File: src/rtl/edge_det_bank.sv
// Multi-channel edge detector: per-channel synchroniser, debounce window,
// mode-qualified one-cycle edge pulse and sticky event flag.
module edge_det_bank #(
    parameter int CHANNELS    = 4,
    parameter int SYNC_STAGES = 2,
    parameter int DEBOUNCE_W  = 4
) (
    input  logic                  clk,
    input  logic                  rst_n,
    input  logic [CHANNELS-1:0]   in,
    input  logic [2*CHANNELS-1:0] mode,
    input  logic [DEBOUNCE_W-1:0] db_limit,
    input  logic [CHANNELS-1:0]   clr,
    output logic [CHANNELS-1:0]   level,
    output logic [CHANNELS-1:0]   pulse,
    output logic [CHANNELS-1:0]   sticky,
    output logic                  any
);

    logic [CHANNELS-1:0]   sync_q [SYNC_STAGES];
    logic [CHANNELS-1:0]   sync;
    logic [DEBOUNCE_W-1:0] cnt_q  [CHANNELS];
    logic [DEBOUNCE_W-1:0] cnt_d  [CHANNELS];
    logic [CHANNELS-1:0]   level_d;
    logic [CHANNELS-1:0]   pulse_d;
    logic [CHANNELS-1:0]   sticky_d;

    assign sync = sync_q[SYNC_STAGES-1];

    always_ff @(posedge clk or negedge rst_n) begin
        if (!rst_n) begin
            for (int k = 0; k < SYNC_STAGES; k++) sync_q[k] <= '0;
        end else begin
            sync_q[0] <= in;
            for (int k = 1; k < SYNC_STAGES; k++) sync_q[k] <= sync_q[k-1];
        end
    end

    // The counter only advances while below db_limit, so it can never wrap;
    // lowering db_limit mid-count commits on the next mismatching edge.
    always_comb begin
        level_d = level;
        pulse_d = '0;
        for (int i = 0; i < CHANNELS; i++) begin
            cnt_d[i] = cnt_q[i];
            if (sync[i] == level[i]) begin
                cnt_d[i] = '0;
            end else if (cnt_q[i] >= db_limit) begin
                level_d[i] = sync[i];
                cnt_d[i]   = '0;
                pulse_d[i] = (sync[i] & mode[2*i]) | (~sync[i] & mode[2*i+1]);
            end else begin
                cnt_d[i] = cnt_q[i] + 1'b1;
            end
        end
        // A new event beats a simultaneous clear so nothing is lost.
        sticky_d = pulse_d | (sticky & ~clr);
    end

    always_ff @(posedge clk or negedge rst_n) begin
        if (!rst_n) begin
            for (int i = 0; i < CHANNELS; i++) cnt_q[i] <= '0;
            level  <= '0;
            pulse  <= '0;
            sticky <= '0;
        end else begin
            for (int i = 0; i < CHANNELS; i++) cnt_q[i] <= cnt_d[i];
            level  <= level_d;
            pulse  <= pulse_d;
            sticky <= sticky_d;
        end
    end

    assign any = |sticky;

endmodule

File: config.mk
export PLATFORM = sky130hd
export DESIGN_NAME = edge_det_bank
export DESIGN_NICKNAME = d
export VERILOG_FILES = /design/src/rtl/edge_det_bank.sv
export SDC_FILE = /design/constraint.sdc
export NUM_CORES = 1
export LEC_CHECK = 0
export ABC_AREA = 1
export CAP_MARGIN = 5
export CORE_MARGIN = 2
export CORE_UTILIZATION = 30
export DETAILED_ROUTE_END_ITERATION = 8
export GPL_ROUTABILITY_DRIVEN = 0
export PLACE_DENSITY = 0.47
export SYNTH_ARGS = -nofsm -noshare
export SYNTH_HDL_FRONTEND = slang
export SYNTH_SLANG_ARGS = --single-unit
File: constraint.sdc
create_clock -name clk -period 1.87 [get_ports clk]
set_input_delay 0.374 -clock clk [delete_from_list [all_inputs] [get_ports clk]]
set_output_delay 0.374 -clock clk [all_outputs]
set_load 0.03 [all_outputs]
; ---- Yosys cells after proc, flatten, opt, wreduce, memory -nomap -nowiden
; Cells that the tools add are included.
[classes]
n_bitwise = 23
reduce_logical = 5
magnitude_cmp = 4
mux = 16
n_addsub = 4
eq_ne = 4
[ops]
columns = cell, count
row1 = two-way mux 4 bit, 8
row2 = adder 4 x 1 -> 4 bit (second input constant), 4
row3 = >= comparator 4 bit, 4
row4 = AND 1 bit, 8
row5 = two-way mux 1 bit, 8
row6 = inverter 1 bit, 8
row7 = AND reduction 2 bit, 4
row8 = AND 4 bit, 1
row9 = == test 1 bit, 4
row10 = inverter 4 bit, 1
row11 = bitwise OR 1 bit, 4
row12 = bitwise OR 4 bit, 1
row13 = OR reduction 4 bit, 1
[totals]
register_bits = 36
elab_cells = 68
input_bits = 22
output_inout_bits = 13

; ---- Depth between registers and ports, before layout
[depth]
depth_word = 6
depth_mapped = 9
ltp_nobuf = 9

; ---- Least setup slack after synthesis
; OpenSTA, ideal clock, no wires.
[synth_timing]
path_kind = input -> register
start = input db_limit[3]
end = register sticky[0]
cell_stages = 6
t_arrival_ps = 1262
setup_slack_ps = 489
required_time_ps = 1751
n_path_buf = 0
setup_ps = 119
path_cell_list = inv_1 -> ha_1 -> a21oi_1 -> nand3_1 -> nand2_1 -> nand2_1
[synth_via]
elab_chain_len = 4
[synth_rtl]
columns = item, line
row1 = "start, declared", 12  ; input logic [DEBOUNCE_W-1:0] db_limit,
row2 = >= comparator 4 bit, 48  ; end else if (cnt_q[i] >= db_limit) begin
row3 = two-way mux 1 bit, 48
row4 = two-way mux 1 bit, 46  ; if (sync[i] == level[i]) begin
row5 = bitwise OR 4 bit, 57  ; sticky_d = pulse_d | (sticky & ~clr);
row6 = named net sticky_d[0], 26  ; logic [CHANNELS-1:0] sticky_d;
row7 = "end signal, assigned", 70  ; sticky <= sticky_d;
row8 = "end, declared", 16  ; output logic [CHANNELS-1:0] sticky,
; The timed path passes the listed nets, and every way through them passes these cells.
; A chain may end at the register's enable or synchronous reset.

; ---- Worst setup path in the final report
[layout_timing]
start = register level[3]
end = output level[3]
[layout_lines]
columns = item, line
row1 = "start, declared", 14  ; output logic [CHANNELS-1:0] level,
row2 = "start signal, assigned", 68  ; level <= level_d;
; No word-level cell between the ends.

==> flow_metrics.env <==
export IMPL_skew_ps=6.432
export IMPL_maxCapViolCount=0
export IMPL_cp_slowest_cell="clkdlybuf4s50_1"
export IMPL_htreeDepth=2
export IMPL_grt_pass1_vias=1407
export IMPL_die_h_um=82.33
export IMPL_io_pins=35
export IMPL_post_dp_hpwl_mm=2.970
export IMPL_intPower_mw=1.688
export IMPL_grt_pass1_wl_mm=6.299
export IMPL_clockBufferDepth=2
export IMPL_cts_tree="built"
export IMPL_cts_buffers=5
export IMPL_drive_gt1_frac=0.06719
export IMPL_p_sw_mw=1.007
export IMPL_power_leakage_nw=1.321
export IMPL_yosys_area_top_type_share=0.4895
export IMPL_n_antenna_cell=0
export IMPL_mostFrequentLayoutCells="nand2_1, inv_1, dfrtp_1, clkdlybuf4s50_1, ha_1"
export IMPL_start_util=0.3109
export IMPL_fp_row_count=28
export IMPL_antenna_found_initial=0
export IMPL_fill_cells=594
export IMPL_start_kind="register"
export IMPL_synth_cell_type_count=15
export IMPL_area_growth_pct=29.84
export IMPL_core_area_um2=5921
export IMPL_ys_seq_area_frac=0.4895
export IMPL_critPathMaxStageDelay_ps=700
export IMPL_whs_ps=10.02
export IMPL_worstSetupPathType="register to output port"
export IMPL_power_density_nw_per_um2=1127
export IMPL_vias=1433
export IMPL_hold_violations=0
export IMPL_power_combinational_fraction=0.379
export IMPL_drt_iter0_markers=36
export IMPL_setup_ws_ps=92.81
export IMPL_cts_sinks=36
export IMPL_worst_pin_slew_ps=390.8
export IMPL_worstPathRequired_ps=1500
export IMPL_io_buffers=34
export IMPL_clk_transition_reported_paths_ps=70
export IMPL_fmax_ghz=0.5627
export IMPL_rsz0062_at_grt="no"
export IMPL_multi_input_area_um2=793.3
export IMPL_synth_area_um2=1841
export IMPL_grt_max_degree=18
export IMPL_first_pass_iters=4
export IMPL_syn_area_per_cell_um2=8.806
export IMPL_routedWlPerCell_um=11.03
export IMPL_yosysWarnings=0
export IMPL_post_cts_buffers=0
export IMPL_pre_cts_ws_ps=-110.1
export IMPL_synthCells=209
export IMPL_power_total_mw=2.694
export IMPL_drv_slew=0
export IMPL_min_period_ps=1777
export IMPL_worstSkewPairLatency_ps=280
export IMPL_synth_area_leader_cell="dfrtp_1"
export IMPL_path_cells="clkdlybuf4s50_1"
export IMPL_die_area_um2=6777
export IMPL_path_delay_family="buffers and inverters"
export IMPL_maxSlewHeadroom=0.7395
export IMPL_grt_usage=0.1259
export IMPL_ys_ff_latch=36
export IMPL_root_buffer="clkbuf_8"
export IMPL_yosys_top_cells_area="dfrtp_1, ha_1, nand2_1, inv_1, nand3_1"
export IMPL_placed_cell_area_um2=2292
export IMPL_overflow=0
export IMPL_sw_frac_of_total=0.3737
export IMPL_die_w_um=82.33
export IMPL_regArea_um2=900.9
export IMPL_crit_path_end_kind="output port"
export IMPL_drt_total_wl_mm=3.619
export IMPL_nets=295
export IMPL_drcViolationCount=0
export IMPL_final_common_cell="nand2_1"
export IMPL_via_per_inst=4.369
export IMPL_arrival_ps=1400
export IMPL_postRouteAntennaNets=0
export IMPL_power_frac_clock=0.217
export IMPL_max_vdd_ir_drop_uv=625.5
export IMPL_syn_nets=251
export IMPL_hp_class="primary input to asynchronous set/reset pin"
export IMPL_status="finished clean"
export IMPL_cp_max_fo=5
export IMPL_critPathBufInv=1
export IMPL_finish_instance_area_um2=2390
export IMPL_period_share=0.9504
export IMPL_seqPwrFrac=0.404
export IMPL_finalSetupViolCount=0
export IMPL_final_core_util=0.4036
==> through the flow <==
step	TNS, ps	cells
floorplan	0	209
global placement	-964.0	321
detailed placement	-1544	321
CTS	0	328
global route	0	328
finish	0	328
==> power groups by stage <==
stage | clock network (mW) | logic, mW | registers (mW)
final | 0.585 | 1.02 | 1.09
after global routing | 0.658 | 1.16 | 1.12
after CTS | 0.611 | 1.04 | 1.09
after detailed placement | 0 | 1.05 | 1.11
after global placement | 0 | 1.04 | 1.11
after floorplan | 0 | 0.526 | 1.22
==> worst paths after layout <==
path / startpoint / end / slack (ps) / cells after the start
worst min register to register: sync_q[4] / sync[0] / 350 / 0
worst max register to register: cnt_q[15] / cnt_q[12] / 450 / 5
max in group asynchronous: rst_n / pulse[2] / 1370 / 2
worst min-delay path: rst_n / cnt_q[5] / 10 / 1
worst max-delay path: level[3] / level[3] / 90 / 1
min in group clk: sync_q[4] / sync[0] / 350 / 0
==> Yosys cell counts <==
cell type and count:
nor2_2 1, xor2_1 4, a21oi_1 4, xnor2_1 3, nand2_1 56, a22oi_1 1
nand4_1 10, o21bai_1 1, or2_2 4, nor2_1 15, inv_1 39, nand3_1 14
xor2_2 1, dfrtp_1 36, ha_1 20
==> kinds of logic (layout without fill, tap and decap cells) <==
group / after synthesis / after routing / share of synthesized area
adder cells (fa/ha/maj): 20 / 20 / 0.1360
AO/OA/AOI/OAI: 6 / 6 / 0.01904
buffers and inverters: 39 / 83 / 0.07954
flip-flops: 36 / 36 / 0.4895
XOR/XNOR: 8 / 8 / 0.04215
AND/OR/NAND/NOR: 100 / 100 / 0.2339
==> timing repair <==
item                                    4_1_cts  5_1_grt
gates resized for setup                       1        1
hold buffers                                  0        0
hold endpoints to repair                      0        0
endpoints found under the setup margin        1        1
==> registers in the layout, summed over array words and instances (netlist names) <==
signal and flops:
cnt_q 16, level 4, pulse 4, sticky 4
sync 4, sync_q 4
==> layout make-up <==
cell class,instances,share of cell area
tap,75,0.03927
inverter,39,0.06126
multi-input combinational,134,0.3319
timing repair buffer,37,0.1503
sequential,36,0.3770
clock buffer,7,0.04031
==> layer usage <==
layer  global-route usage  share of wire  up-vias
met5                    0              0        -
met2               0.1952           0.48       24
met1               0.1625           0.45      653
met4              0.06333          0.028        0
met3              0.03152          0.041       12
li1                     -              -      744
Note: power is estimated with default switching activity, not from simulation.
